$ cat config.mk
export PLATFORM = sky130hd
export DESIGN_NAME = axi4w_burst_writer
export DESIGN_NICKNAME = d
export VERILOG_FILES = /design/src/rtl/axi4w_pkg.sv /design/src/rtl/axi4w_burst_len.sv /design/src/rtl/axi4w_burst_writer.sv
export SDC_FILE = /design/constraint.sdc
export NUM_CORES = 1
export LEC_CHECK = 0
export BUFFER_PORTS_ARGS = -buffer_cell sky130_fd_sc_hd__buf_2
export CAP_MARGIN = 30
export CORE_ASPECT_RATIO = 0.7
export CORE_UTILIZATION = 45
export DETAILED_ROUTE_END_ITERATION = 12
export GPL_TIMING_DRIVEN = 0
export PLACE_DENSITY = 0.83
export SLEW_MARGIN = 5
export SYNTH_ARGS = -nofsm -noshare
export SYNTH_HDL_FRONTEND = slang
export SYNTH_SLANG_ARGS = --single-unit
$ cat constraint.sdc
create_clock -name clk -period 5.5 [get_ports clk]
set_input_delay 1.1 -clock clk [delete_from_list [all_inputs] [get_ports clk]]
set_output_delay 1.1 -clock clk [all_outputs]
set_load 0.01 [all_outputs]
$ cat src/rtl/axi4w_pkg.sv
// Shared constants for the axi4w burst writer: FSM encoding and AXI4 field values.
package axi4w_pkg;

  typedef logic [2:0] state_t;

  localparam state_t StIdle = 3'd0;
  localparam state_t StAw   = 3'd1;
  localparam state_t StW    = 3'd2;
  localparam state_t StB    = 3'd3;
  localparam state_t StDone = 3'd4;

  localparam logic [1:0] AXI_BURST_INCR = 2'b01;
  localparam logic [2:0] AXI_SIZE_8B    = 3'd3;
  localparam logic [1:0] AXI_RESP_OKAY  = 2'b00;
  localparam int unsigned AXI_4K_BEATS  = 512;

endpackage

$ cat src/rtl/axi4w_burst_len.sv
// Burst length for the next INCR burst: min(remaining, MAX_BURST, beats left in the 4 KiB page).
module axi4w_burst_len
  import axi4w_pkg::*;
#(
  parameter int unsigned MAX_BURST = 16
) (
  input  logic [15:0] remaining,
  input  logic [8:0]  page_beat,
  output logic [15:0] blen
);

  localparam logic [15:0] MaxBurst = 16'(MAX_BURST);

  logic [15:0] to_4k;

  // page_beat is the 8-byte beat index within the page, so this is never zero
  assign to_4k = 16'(AXI_4K_BEATS) - {7'd0, page_beat};

  always_comb begin
    blen = remaining;
    if (blen > MaxBurst) blen = MaxBurst;
    if (blen > to_4k)    blen = to_4k;
  end

endmodule

$ cat src/rtl/axi4w_burst_writer.sv
// AXI4 write master: splits a (address, beat count) command into INCR bursts, one outstanding.
module axi4w_burst_writer
  import axi4w_pkg::*;
#(
  parameter int unsigned MAX_BURST = 16,
  parameter logic [3:0]  AXI_ID    = 4'h0
) (
  input  logic        clk,
  input  logic        rst_n,
  input  logic        cmd_valid,
  output logic        cmd_ready,
  input  logic [31:0] cmd_addr,
  input  logic [15:0] cmd_beats,
  input  logic        s_valid,
  output logic        s_ready,
  input  logic [63:0] s_data,
  input  logic [7:0]  s_strb,
  output logic        done_valid,
  output logic        done_err,
  output logic [3:0]  m_axi_awid,
  output logic [31:0] m_axi_awaddr,
  output logic [7:0]  m_axi_awlen,
  output logic [2:0]  m_axi_awsize,
  output logic [1:0]  m_axi_awburst,
  output logic        m_axi_awvalid,
  input  logic        m_axi_awready,
  output logic [63:0] m_axi_wdata,
  output logic [7:0]  m_axi_wstrb,
  output logic        m_axi_wlast,
  output logic        m_axi_wvalid,
  input  logic        m_axi_wready,
  input  logic [3:0]  m_axi_bid,
  input  logic [1:0]  m_axi_bresp,
  input  logic        m_axi_bvalid,
  output logic        m_axi_bready
);

  state_t      state_q, state_d;
  logic [31:0] cur_addr_q, cur_addr_d;
  logic [15:0] remaining_q, remaining_d;
  logic [7:0]  awlen_q, awlen_d;
  logic [7:0]  beat_cnt_q, beat_cnt_d;
  logic        err_q, err_d;

  logic [31:0] cmd_addr_al;
  logic [15:0] blen_q;
  logic [31:0] nxt_addr;
  logic [15:0] nxt_rem;
  logic [15:0] len_rem;
  logic [8:0]  len_page;
  logic [15:0] blen;
  logic        w_hs;

  assign cmd_addr_al = cmd_addr & 32'hFFFF_FFF8;
  assign blen_q      = {8'd0, awlen_q} + 16'd1;
  assign nxt_addr    = cur_addr_q + {13'd0, blen_q, 3'b000};
  assign nxt_rem     = remaining_q - blen_q;

  // The next burst length is sized from the command in IDLE, else from post-burst counters in B
  assign len_rem  = (state_q == StIdle) ? cmd_beats : nxt_rem;
  assign len_page = (state_q == StIdle) ? cmd_addr_al[11:3] : nxt_addr[11:3];

  axi4w_burst_len #(
    .MAX_BURST (MAX_BURST)
  ) u_burst_len (
    .remaining (len_rem),
    .page_beat (len_page),
    .blen      (blen)
  );

  assign w_hs = (state_q == StW) && s_valid && m_axi_wready;

  always_comb begin
    state_d     = state_q;
    cur_addr_d  = cur_addr_q;
    remaining_d = remaining_q;
    awlen_d     = awlen_q;
    beat_cnt_d  = beat_cnt_q;
    err_d       = err_q;
    case (state_q)
      StIdle: begin
        if (cmd_valid) begin
          cur_addr_d  = cmd_addr_al;
          remaining_d = cmd_beats;
          err_d       = 1'b0;
          beat_cnt_d  = '0;
          if (cmd_beats == 16'd0) begin
            state_d = StDone;
          end else begin
            state_d = StAw;
            awlen_d = 8'(blen - 16'd1);
          end
        end
      end
      StAw: begin
        if (m_axi_awready) state_d = StW;
      end
      StW: begin
        if (w_hs) begin
          beat_cnt_d = beat_cnt_q + 8'd1;
          if (m_axi_wlast) state_d = StB;
        end
      end
      StB: begin
        if (m_axi_bvalid) begin
          err_d       = err_q | (m_axi_bresp != AXI_RESP_OKAY) | (m_axi_bid != AXI_ID);
          cur_addr_d  = nxt_addr;
          remaining_d = nxt_rem;
          beat_cnt_d  = '0;
          if (nxt_rem == 16'd0) begin
            state_d = StDone;
          end else begin
            state_d = StAw;
            awlen_d = 8'(blen - 16'd1);
          end
        end
      end
      StDone: state_d = StIdle;
      default: state_d = StIdle;
    endcase
  end

  always_ff @(posedge clk or negedge rst_n) begin
    if (!rst_n) begin
      state_q     <= StIdle;
      cur_addr_q  <= '0;
      remaining_q <= '0;
      awlen_q     <= '0;
      beat_cnt_q  <= '0;
      err_q       <= 1'b0;
    end else begin
      state_q     <= state_d;
      cur_addr_q  <= cur_addr_d;
      remaining_q <= remaining_d;
      awlen_q     <= awlen_d;
      beat_cnt_q  <= beat_cnt_d;
      err_q       <= err_d;
    end
  end

  assign cmd_ready     = (state_q == StIdle);
  assign done_valid    = (state_q == StDone);
  assign done_err      = (state_q == StDone) && err_q;

  assign m_axi_awid    = AXI_ID;
  assign m_axi_awaddr  = cur_addr_q;
  assign m_axi_awlen   = awlen_q;
  assign m_axi_awsize  = AXI_SIZE_8B;
  assign m_axi_awburst = AXI_BURST_INCR;
  assign m_axi_awvalid = (state_q == StAw);

  assign m_axi_wdata   = s_data;
  assign m_axi_wstrb   = s_strb;
  assign m_axi_wvalid  = (state_q == StW) && s_valid;
  assign m_axi_wlast   = (state_q == StW) && (beat_cnt_q == awlen_q);
  assign s_ready       = (state_q == StW) && m_axi_wready;

  assign m_axi_bready  = (state_q == StB);

endmodule

==> results_dict.tcl <==
set metrics [dict create \
    io_pins 262 \
    synth-compound-area-share_pct 25.5 \
    path_class "register to register" \
    antenna_found_initial 1 \
    multiInputGateArea_sq_mm 0.00415 \
    drive_above_1_share_pct 36.4 \
    fillers 1189 \
    synth_top_family_by_area "compound AO/OA/AOI/OAI gates" \
    fmax_ghz 0.179 \
    cts_hold_buffers 0 \
    cp_slowest_stage_delay_ns 0.41 \
    hold_slack_ns 0.501 \
    cp-start-kind "register" \
    reg2reg_to "m_axi_awlen[4]" \
    drt_iter0_drc 763 \
    worstPathArrival_ns 5.82 \
    ys_seq_area_share_pct 25.9 \
    ys.flop_type "dfrtp_1" \
    hold_viol 0 \
    grt_pass1_wl_um 31700 \
    synth_cell_types 75 \
    setup_ws_ns -0.102 \
    worst-r2r-setup-slack_ns -0.10 \
    max-slew-margin-rel_pct 41.8 \
    clk_path_buf_depth 2 \
    dr.pass1.iters 5 \
    rsz0062_at_grt "true" \
    numCtsBuffers 9 \
    finalSetupViolCount 3 \
    min_from "err_q" \
    antenna_left 0 \
    io_buffers 174 \
    cp.required_ns 5.72 \
    syn_area_per_cell_sq_um 7.76 \
    cts_max_level 3 \
    crit_path_end_kind "register" \
    synth_xor_xnor_area_share_pct 5.16 \
    yosys.area.top_type "dfrtp_1" \
    num_rows 35 \
    wl_per_cell_um 17.5 \
    nets 1206 \
    synthToLayoutAreaGrowth_pct 32.5 \
    crit_path_max_fanout 4 \
    synthCells 809 \
    synth_edf_count 0 \
    die_area_sq_mm 0.0144 \
    cts-root-buf "clkbuf_16" \
    insertion_delay_ns 0.35 \
    die_w_um 143 \
    skew_ns 0.00597 \
    synthMuxAreaShare_pct 1.49 \
    fin_crit_ns 5.60 \
    seq_area_sq_mm 0.00163 \
    status "complete, but fails checks" \
    yosys_warnings 0 \
    synthTopCellsByArea "dfrtp_1 (26%), buf_4 (10%), ha_1 (6.4%), nor2_1 (5.5%), o21ai_0 (5.3%)" \
    syn_area_sq_mm 0.00628 \
    core-area_sq_mm 0.0134 \
    start_util_pct 46.9 \
    vias_per_cell 5.69 \
    globalRoute.totalOverflow 0 \
    grtUsageTotal_pct 28.8 \
    drc 0 \
    hpwl_um 15700 \
    netlist.area_leader.share_pct 25.9 \
    cts_tree "done" \
    dieHeight_um 101 \
    diodes 0 \
    grt_start_max_net_pins 66 \
    vias 6990 \
    hold_path.class "register to register" \
    min_to "err_q" \
    violations "setup timing" \
    grt_pass1_vias 6023 \
    yosys.area_share.simple_pct 20.7 \
    rr_worst_depth 27 \
    drv_cap 0 \
    holdPathStages 2 \
    fin_crit_sh_pct 102 \
    slowest_stage "dfrtp_2" \
    clk_pin_slew_ns 0.06 \
    drv_slew 0 \
    cpMostUsedCell "buf_4" \
    gp_congestion 0.942 \
    reg2reg_from "m_axi_awlen[0]" \
    synth_fa_ha_area_share_pct 7.01 \
    ys_ff_latch 65 \
    cts.sink_count 65 \
    tightest_slew_ns 0.873 \
    drt_wl_total_um 21500 \
    synth_async_sr_flop_share_pct 100 \
]
-- flip-flops by register name (all words and copies together) (netlist names) --
signal and flops:
state_q 3, err_q 1, m_axi_awlen 8, m_axi_awaddr 29
remaining_q 16, beat_cnt_q 8
-- timing repair --
action / 4_1_cts / 5_1_grt
setup buffers: 24 / 6
gates resized for setup: 36 / 28
pin swaps: 20 / 24
hold endpoints to repair: 0 / 0
endpoints found under the setup margin: 8 / 7
-- cell families (layout without fill, tap and decap cells) --
kind of cell    after synthesis  in the layout
other cells                   2             17
simple gates                271            271
flops                        65             65
fa+ha+maj                    34             34
mux                           8              8
xor+xnor                     37             37
buf+inv                     150            370
compound gates              242            242
-- placed cells by master, fill, tap and decap left out, types with 5 or more instances in the layout --
master / count
a22oi_1: 7
nand2b_1: 12
a211oi_1: 8
and2_1: 11
o21a_1: 8
o211ai_1: 6
o21ai_0: 63
buf_2: 174
o21ai_1: 5
xor2_1: 21
a22o_1: 5
clkbuf_1: 21
nand4_1: 6
nand2_1: 65
dfrtp_2: 5
inv_1: 34
a21oi_1: 61
a31oi_1: 10
o2bb2ai_1: 6
and3_1: 7
buf_4: 115
ha_1: 24
dfrtp_1: 60
nor2b_1: 8
o31ai_1: 6
clkbuf_16: 9
ha_4: 7
nor4_1: 6
xnor2_1: 10
nor2_1: 90
conb_1: 17
nand3_1: 15
o22a_1: 6
nor3_1: 17
-- worst max path at each step --
stage,start,endpoint,slack (ns),cells past startpoint
6_report,m_axi_awlen[0],m_axi_awlen[4],-0.10,27
5_1_grt,m_axi_awlen[0],m_axi_awlen[4],-0.34,27
4_1_cts,m_axi_awlen[0],m_axi_awlen[2],0.02,26
3_5_place_dp,m_axi_awlen[2],m_axi_awlen[2],-0.83,25
3_3_place_gp,m_axi_awlen[2],m_axi_awlen[2],-0.70,25
2_1_floorplan,m_axi_awlen[1],m_axi_awlen[2],0.06,26
-- worst max-delay path, delay by kind of cell, from the launching register on --
| family | cells | cell delay, ns |
|---|---|---|
| flip-flops | 1 | 0.41 |
| multiplexers | 1 | 0.32 |
| buffers and inverters | 6 | 0.91 |
| adder cells (fa/ha/maj) | 3 | 0.79 |
| AO/OA/AOI/OAI | 10 | 1.98 |
| XOR/XNOR | 2 | 0.43 |
| AND/OR/NAND/NOR | 5 | 0.60 |
-- through the flow --
stage / util [%] / instances / TNS (ns) / setup WS, ns / instance area [sq um]
after floorplan: - / 824 / 0 / 0.0551 / 6350
after global placement: 55.6 / 1183 / -2.81 / -0.703 / 7450
after detailed placement: 55.6 / 1183 / -3.78 / -0.834 / 7450
after CTS: 60.6 / 1222 / 0 / 0.0234 / 8120
after global routing: 62.1 / 1229 / -1.17 / -0.344 / 8320
final: 62.1 / 1229 / -0.205 / -0.102 / 8320
-- metal layers --
metal,vias to the layer above,GRT usage [%],part of all wire [%]
met5,-,0,0.056
met4,2,7.44,1.9
met3,47,6.56,11
met2,423,42.8,44
met1,3267,41.6,43
li1,3251,-,-
-- cells in the mapped netlist, drive strengths merged (6+ instances only) --
library cell	n
nand3	20
o31ai	6
nor2	93
nor4	8
o21a	8
dfrtp	65
a31oi	10
ha	32
xor2	24
and2	11
inv	36
a22oi	8
o2bb2ai	6
a21oi	66
buf	89
a211oi	14
o211ai	8
xnor2	13
nand2b	12
nand2	65
nor3	19
nor2b	8
clkbuf	24
o22a	6
and3	8
o21ai	70
nand4	6
-- area by class of cell --
| class | instances | area share, % |
|---|---|---|
| buffer | 112 | 9.08 |
| clock buffer | 9 | 2.71 |
| clock inverter | 7 | 0.932 |
| inverter | 37 | 1.67 |
| multi-input combinational | 609 | 49.9 |
| sequential | 65 | 19.6 |
| tap | 185 | 2.78 |
| timing repair buffer | 205 | 13.4 |
Power is not shown: default switching activity piles up to over one toggle a cycle in this logic, so the estimate is an artifact.
